===== config.mk =====
export PLATFORM = sky130hd
export DESIGN_NAME = vga_pixer
export DESIGN_NICKNAME = d
export VERILOG_FILES = /design/src/rtl/vga_pixer.sv
export SDC_FILE = /design/constraint.sdc
export NUM_CORES = 1
export LEC_CHECK = 0
export CORE_AREA = 2 2 115 117
export CTS_CLUSTER_SIZE = 28
export DETAILED_ROUTE_END_ITERATION = 10
export DIE_AREA = 0 0 117 119
export PLACE_DENSITY_LB_ADDON = 0.05
export SLEW_MARGIN = 20
export SYNTH_ARGS = -nofsm -noshare
export SYNTH_HDL_FRONTEND = slang
export SYNTH_SLANG_ARGS = --single-unit

===== constraint.sdc =====
create_clock -name clk -period 4.8 [get_ports clk]
set_input_delay 1.44 -clock clk [delete_from_list [all_inputs] [get_ports clk]]
set_output_delay 1.44 -clock clk [all_outputs]
set_load 0.005 [all_outputs]

===== src/rtl/vga_pixer.sv =====
// vga_pixer: watches a 6-bit VGA stream, measures line/frame geometry, emits active-window pixels.
// Define PIXER_CRC_EN to build a per-frame CRC-16-CCITT over the captured pixels.
module vga_pixer #(
  parameter bit SYNC_POL = 1'b0,
  parameter int HCNT_W   = 12,
  parameter int VCNT_W   = 11,
  parameter int H_START  = 128,
  parameter int H_ACTIVE = 640,
  parameter int V_START  = 40,
  parameter int V_ACTIVE = 480
) (
  input  logic              clk,
  input  logic              rst_n,
  input  logic              hsync,
  input  logic              vsync,
  input  logic [1:0]        red,
  input  logic [1:0]        grn,
  input  logic [1:0]        blu,
  output logic              pix_valid,
  output logic [HCNT_W-1:0] pix_x,
  output logic [VCNT_W-1:0] pix_y,
  output logic [5:0]        pix_rgb,
  output logic [HCNT_W-1:0] line_len,
  output logic [VCNT_W-1:0] frame_lines,
  output logic [15:0]       frame_cnt,
  output logic              frame_done,
  output logic [15:0]       frame_crc
);
  logic hs1, vs1, hs2, vs2, h_seen, v_seen, hs_edge, vs_edge, valid_n;
  logic [5:0] rgb1;
  logic [HCNT_W-1:0] hcnt, h_inc, h_idx;
  logic [VCNT_W-1:0] vcnt, v_inc, v_idx;
  // hcnt/vcnt hold the index of the previous s1 pixel; h_idx/v_idx index the pixel now in s1
  always_comb begin
    hs_edge = hs1 == SYNC_POL && hs2 != SYNC_POL;
    vs_edge = vs1 == SYNC_POL && vs2 != SYNC_POL;
    h_inc = &hcnt ? hcnt : hcnt + HCNT_W'(1);
    v_inc = &vcnt ? vcnt : vcnt + VCNT_W'(1);
    h_idx = hs_edge ? '0 : h_inc;
    v_idx = vs_edge ? '0 : hs_edge ? v_inc : vcnt;
    valid_n = 32'(h_idx) >= H_START && 32'(h_idx) < H_START + H_ACTIVE &&
              32'(v_idx) >= V_START && 32'(v_idx) < V_START + V_ACTIVE &&
              hs1 != SYNC_POL && vs1 != SYNC_POL && v_seen;
  end
  always_ff @(posedge clk or negedge rst_n) begin
    if (!rst_n) begin
      hs1 <= !SYNC_POL;
      vs1 <= !SYNC_POL;
      hs2 <= !SYNC_POL;
      vs2 <= !SYNC_POL;
      rgb1 <= '0;
      hcnt <= '0;
      vcnt <= '0;
      h_seen <= 1'b0;
      v_seen <= 1'b0;
      line_len <= '0;
      frame_lines <= '0;
      frame_cnt <= '0;
      frame_done <= 1'b0;
      pix_valid <= 1'b0;
      pix_x <= '0;
      pix_y <= '0;
      pix_rgb <= '0;
    end else begin
      hs1 <= hsync;
      vs1 <= vsync;
      rgb1 <= {red, grn, blu};
      hs2 <= hs1;
      vs2 <= vs1;
      hcnt <= h_idx;
      vcnt <= v_idx;
      h_seen <= h_seen | hs_edge;
      v_seen <= v_seen | vs_edge;
      if (hs_edge && h_seen) line_len <= h_inc;
      if (vs_edge && v_seen) frame_lines <= v_inc;
      if (vs_edge) frame_cnt <= frame_cnt + 16'd1;
      frame_done <= vs_edge;
      pix_valid <= valid_n;
      if (valid_n) begin
        pix_x <= h_idx - HCNT_W'(H_START);
        pix_y <= v_idx - VCNT_W'(V_START);
        pix_rgb <= rgb1;
      end
    end
  end
`ifdef PIXER_CRC_EN
  logic [15:0] crc_acc;
  function automatic logic [15:0] crc_byte(input logic [15:0] c, input logic [7:0] b);
    logic [15:0] r;
    r = c ^ {b, 8'h00};
    for (int i = 0; i < 8; i++) r = r[15] ? (r << 1) ^ 16'h1021 : r << 1;
    return r;
  endfunction
  always_ff @(posedge clk or negedge rst_n) begin
    if (!rst_n) begin
      crc_acc <= 16'hFFFF;
      frame_crc <= '0;
    end else if (vs_edge) begin
      frame_crc <= crc_acc;
      crc_acc <= 16'hFFFF;
    end else if (valid_n) begin
      crc_acc <= crc_byte(crc_acc, {2'b00, rgb1});
    end
  end
`else
  assign frame_crc = '0;
`endif
endmodule


======== Yosys cells after proc, flatten, opt, wreduce, memory -nomap -nowiden ========
Index checks and enable logic that the tools add are counted.
word-level totals
  bits in read-only memories .............. 0
  latch bits .............................. 0
  bits of input ports ..................... 10
  memories kept ........................... 0
  word-level logic and storage cells ...... 47
  output and inout bits ................... 86
  bits in writable memories ............... 0
  register bits ........................... 105
cells by class
  bitwise logic cells ..................... 4
  shift-type cells ........................ 0
  reduce and logical (&&, ||, !) cells .... 12
  div/mod/pow operators ................... 0
  multipliers ............................. 0
  add/subtract/negate cells ............... 5
  equality and inequality tests ........... 0
  muxes and demuxes ....................... 5
  $lt $le $gt $ge ......................... 4
operator list
  kind                                                                                  number
  11-bit 2-to-1 mux                                                                     3
  12-bit 2-to-1 mux                                                                     2
  16-bit by 1-bit adder with 16-bit output, second input constant                       1
  12-bit by 1-bit adder with 12-bit output, second input constant                       1
  12-bit by 8-bit greater-or-equal comparator with 1-bit output, second input constant  1
  12-bit by 10-bit < comparator with 1-bit output, second input constant                1
  12-bit AND reduction                                                                  1
  12-bit by 8-bit subtractor with 12-bit output, second input constant                  1
  11-bit by 1-bit adder with 11-bit output, second input constant                       1
  11-bit by 6-bit greater-or-equal comparator with 1-bit output, second input constant  1
  11-bit by 10-bit < comparator with 1-bit output, second input constant                1
  11-bit AND reduction                                                                  1
  11-bit by 6-bit subtractor with 11-bit output, second input constant                  1
  1-bit logical AND                                                                     10
  1-bit NOT                                                                             2
  1-bit bitwise OR                                                                      2

======== Longest topological paths before layout ========
  depth after elaboration ................. 10
  mapped depth ............................ 14

======== Worst setup path after synthesis ========
OpenSTA, ideal clock, no wires.
  path type ............................... register to register
  start point ............................. register vcnt[0]
  end point ............................... register pix_rgb[0]
  setup slack ............................. 1.794 ns
  data arrival time ....................... 2.881 ns
  library setup time ...................... 0.125 ns
  stages on the path, launching flop included .. 13
  cells stage by stage .................... dfrtp_1 > ha_1 > nand3_1 > nor3_2 > clkbuf_1 > o31a_1 > o21ai_1 > ha_1 > nor2_1 > a31oi_1 > a211oi_2 > buf_6 > mux2_4
on the way
  longest elaborated chain between the ends .. 10
  elaborated cells between the ends (all ways) .. 12
RTL lines
  item                                                                                     line  RTL
  start: declaration                                                                       32    logic [VCNT_W-1:0] vcnt, v_inc, v_idx;
  start signal: assignment                                                                 71    vcnt <= v_idx;
  11-bit by 1-bit adder with 11-bit output / 11-bit AND reduction (equally long branches)  38    v_inc = &vcnt ? vcnt : vcnt + VCNT_W'(1);
  11-bit 2-to-1 mux                                                                        38
  11-bit 2-to-1 mux * (2 in series)                                                        40    v_idx = vs_edge ? '0 : hs_edge ? v_inc : vcnt;
  11-bit by 6-bit greater-or-equal comparator with 1-bit output                            42    32'(v_idx) >= V_START && 32'(v_idx) < V_START + V_ACTIVE &&
  1-bit logical AND                                                                        41    valid_n = 32'(h_idx) >= H_START && 32'(h_idx) < H_START + H_ACTIVE &&
  1-bit logical AND * (2 in series)                                                        42
  1-bit logical AND * (2 in series)                                                        43    hs1 != SYNC_POL && vs1 != SYNC_POL && v_seen;
  end signal: assignment                                                                   82    pix_rgb <= rgb1;
  end: declaration                                                                         22    output logic [5:0] pix_rgb,
Every way passes the cells marked *; elsewhere a longest branch is shown, timed or not.
A chain may end at the register's enable or synchronous reset.

======== Final worst setup path ========
  start point ............................. register hcnt[0]
  end point ............................... register pix_y[1]
on the way
  longest elaborated chain between the ends .. 10
  elaborated cells between the ends (all ways) .. 12
RTL lines
  item                                                                                                                                     line  RTL
  start: declaration                                                                                                                       31    logic [HCNT_W-1:0] hcnt, h_inc, h_idx;
  start signal: assignment                                                                                                                 70    hcnt <= h_idx;
  12-bit by 1-bit adder with 12-bit output / 12-bit AND reduction (equally long branches)                                                  37    h_inc = &hcnt ? hcnt : hcnt + HCNT_W'(1);
  12-bit 2-to-1 mux *                                                                                                                      37
  12-bit 2-to-1 mux *                                                                                                                      39    h_idx = hs_edge ? '0 : h_inc;
  named net h_idx[7]                                                                                                                       31
  12-bit by 8-bit greater-or-equal comparator with 1-bit output / 12-bit by 10-bit < comparator with 1-bit output (equally long branches)  41
  1-bit logical AND * (2 in series)                                                                                                        41
  1-bit logical AND * (2 in series)                                                                                                        42
  1-bit logical AND * (2 in series)                                                                                                        43
  end signal: assignment                                                                                                                   81    pix_y <= v_idx - VCNT_W'(V_START);
  end: declaration                                                                                                                         21    output logic [VCNT_W-1:0] pix_y,
Mark *: on every way through the listed nets, which the timed path passes. The rest lies on a longest branch.

==> impl_metrics.env <==
export IMPL_worstPathRequired_ns=5.03
export IMPL_synth_distinct_cells=56
export IMPL_dr_first_iter_drc_count=150
export IMPL_synthSimpleGateAreaFrac=0.151
export IMPL_powerDensity_nw_per_um2=320
export IMPL_critPathMaxFanout=21
export IMPL_final_cell_area_um2=6110
export IMPL_drc=0
export IMPL_wl_mm=10.2
export IMPL_multi_input_area_um2=2120
export IMPL_num_rows=42
export IMPL_cpMaxStageDelayCell="dfrtp_1"
export IMPL_drtPass1Iterations=4
export IMPL_power_total_mw=1.96
export IMPL_cts_inserted_buffers=9
export IMPL_finalSetupTns_ns=0
export IMPL_setup_violations_final=0
export IMPL_netlist_area_um2=4970
export IMPL_cts_root_buf="clkbuf_16"
export IMPL_p_comb_frac=0.130
export IMPL_hold_buffers=0
export IMPL_worstSetupPathType="reg -> reg"
export IMPL_cp_num_buf_inv=2
export IMPL_cp_cell_sequence="ha_1 > nand2_1 > nor3_1 > o21a_1 > o22ai_1 > or2_2 > inv_1 > ha_1 > o211ai_1 > nor4_1 > o221ai_1 > a211oi_4 > buf_4 > mux2_4"
export IMPL_synth_warnings=0
export IMPL_grt_max_degree=58
export IMPL_endpoint_kind="register"
export IMPL_initial_utilization=0.386
export IMPL_clk_pin_slew_worst_paths_ns=0.07
export IMPL_slew_headroom=0.434
export IMPL_post_route_util=0.475
export IMPL_cts_buffer_depth=2
export IMPL_area_delta_synth_final_pct=23.1
export IMPL_finClkSkew_ns=0.00498
export IMPL_p_int_mw=1.45
export IMPL_status="finished clean"
export IMPL_cts_sinks=105
export IMPL_dp_hpwl_mm=7.25
export IMPL_num_io_pins=96
export IMPL_grt_pass1_wl_mm=17.2
export IMPL_grt_pass1_vias=3388
export IMPL_cts_setup_buffers=0
export IMPL_synth_area_per_cell_um2=11.2
export IMPL_async_reset_ff_frac=1.00
export IMPL_cts_tree="built"
export IMPL_synthXorXnorAreaFrac=0.0617
export IMPL_hold_viol=0
export IMPL_n_antenna_cell=0
export IMPL_placed_area_um2=5840
export IMPL_ys_seq_elements=105
export IMPL_antenna_found_initial=0
export IMPL_synth_top_area_cell="dfrtp_1"
export IMPL_layout_area_seq_um2=2630
export IMPL_synthAdderAreaFrac=0.0176
export IMPL_cp_top_family="simple AND/OR/NAND/NOR gates"
export IMPL_synth_flop_cell="dfrtp_1"
export IMPL_switching_share=0.259
export IMPL_p_leak_nw=2.70
export IMPL_vias=3338
export IMPL_cp_common_cell="ha_1"
export IMPL_p_clk_frac=0.350
export IMPL_io_buffers=79
export IMPL_pwr_share_seq=0.520
export IMPL_drive_above_1_share=0.126
export IMPL_htree_levels=3
export IMPL_synth_enable_flop_cells=0
export IMPL_synth_top_family_by_area="simple AND/OR/NAND/NOR gates"
export IMPL_synth_mux_area_frac=0.101
export IMPL_synthCells=445
export IMPL_die_area_um2=13900
export IMPL_routabilityCongestion=0.856
export IMPL_min_from="vs1"
export IMPL_crit_path_start="hcnt[0]"
export IMPL_track_usage=0.158
export IMPL_fin_cells=700
export IMPL_ir_drop_mv=0.124
export IMPL_fin_crit_ns=3.80
export IMPL_placedCellCount=684
export IMPL_startpoint_type="register"
export IMPL_slowest_delay_ns=0.41
export IMPL_rsz0062_at_grt="false"
export IMPL_die_w_um=117
export IMPL_cts_resized=0
export IMPL_fillers=1217
export IMPL_hold_depth=0
export IMPL_num_nets_final=536
export IMPL_worstPathArrival_ns=4.03
export IMPL_crit_cells=14
export IMPL_ys_seq_area_frac=0.530
export IMPL_drv_cap=0
export IMPL_worstReg2RegStart="hcnt[0]"
export IMPL_synth_top_cell_area_share=0.509
export IMPL_avgRoutedWirePerCell_um=14.6
export IMPL_ff2ff_path_depth=14
export IMPL_synth_top_cells_by_area="dfrtp_1 51%, mux2_4 8.2%, xnor2_1 3.9%, nand2_1 3.8%, o21ai_0 3.0%"
export IMPL_drv_slew=0
export IMPL_power_switching_uw=506
export IMPL_clkLatencyLatePin_ns=0.35
export IMPL_worst_slew_pin_slew_ns=0.844
export IMPL_die_h_um=119
export IMPL_synth_compound_area_share=0.0814
export IMPL_via_per_inst=4.77
export IMPL_min_period_over_period=0.791
export IMPL_ant_nets=0
export IMPL_fmax_mhz=263
export IMPL_hold_class="reg -> reg"
export IMPL_overflow=0
export IMPL_coreArea_um2=12900
## power groups by stage
| stage | logic, mW | registers (mW) | clock network (mW) |
|---|---|---|---|
| final | 0.254 | 1.02 | 0.684 |
| after global routing | 0.285 | 1.03 | 0.745 |
| after CTS | 0.260 | 1.02 | 0.711 |
| after detailed placement | 0.258 | 1.04 | 0 |
| after global placement | 0.257 | 1.03 | 0 |
| after floorplan | 0.143 | 1.02 | 0 |
## placed cells by master, fill, tap and decap left out, drive strengths merged, types with 2 or more instances in the layout
master and instances:
xor2 13, conb 16, and2 5, nor3b 2
inv 12, buf 6, o21ai 34, nor2 31
and3 8, nor4 6, clkdlybuf4s50 78, nand2 50
o31ai 2, nand4 9, dfstp 4, clkbuf 11
nor3 9, o211ai 3, mux2 27, nand2b 4
mux2i 9, dfrtp 101, nand3 15, a21oi 6
clkinv 4, xnor2 22, ha 7, a211oi 3
o31a 3, and4 2, a31oi 5, nor2b 3
## worst register-to-register path, stage by stage, from the launching register on
cell and delay (ns):
dfrtp_1 0.41, ha_1 0.23, nand2_1 0.15, nor3_1 0.29, o21a_1 0.14, o22ai_1 0.14
or2_2 0.35, inv_1 0.09, ha_1 0.16, o211ai_1 0.08, nor4_1 0.41, o221ai_1 0.28
a211oi_4 0.22, buf_4 0.39, mux2_4 0.35
## state kept, by name, indices dropped and copies added (netlist names)
name / count
h_seen: 1
v_seen: 1
vs1: 1
frame_done: 1
pix_x: 12
pix_y: 11
pix_valid: 1
frame_lines: 11
frame_cnt: 16
vs2: 1
vcnt: 11
pix_rgb: 6
line_len: 12
hcnt: 12
hs2: 1
rgb1: 6
hs1: 1
## layer usage
metal | global-route usage | wire [µm]
met2 | 0.222 | 4330
met5 | 0 | 0
met1 | 0.234 | 5190
met4 | 0.0699 | 237
met3 | 0.0321 | 490
## Yosys cell counts (4+ instances only)
library cell  instances
ha_1                  7
mux2i_1               8
mux2_4               27
nand2_1              50
a21oi_1               6
xor2_1               13
nor4_1                5
inv_1                11
o21ai_1               4
nand3_1              15
clkbuf_1             11
dfrtp_1             101
buf_6                 5
o21ai_0              30
nand2b_1              4
nor2_1               30
nor3_1                8
nand4_1               7
and2_1                5
xnor2_1              22
dfstp_2               4
and3_1                8
buf_4                16
a31oi_1               5
## metrics by stage
stage | hold WS, ns | setup WS (ns)
2_1_floorplan | 0.358 | 1.79
3_3_place_gp | 0.381 | 1.05
3_5_place_dp | 0.382 | 1.07
4_1_cts | 0.389 | 1.04
5_1_grt | 0.393 | 0.796
6_report | 0.391 | 1.00
## area by class of cell
cell class	instances	area share
Sequential cell	105	0.431
Multi-Input combinational cell	307	0.346
Timing Repair Buffer	84	0.135
Clock buffer	11	0.0397
Tap cell	176	0.0360
Inverter	12	0.00737
Clock inverter	5	0.00512
## final timing paths
check,slack (ns),endpoint
worst max-delay path,1.00,pix_y[1]
worst min-delay path,0.39,vs2
worst max register to register,1.00,pix_y[1]
worst min register to register,0.39,vs2
max in group asynchronous,2.79,hs2
min in group asynchronous,1.15,line_len[5]
## logic make-up after synthesis
logic type / count (synthesis)
simple gates: 148
flops: 105
compound gates: 65
buf+inv: 48
mux: 36
xor+xnor: 35
fa+ha+maj: 7
other cells: 1
No activity file was read; power rests on OpenSTA's default activity.
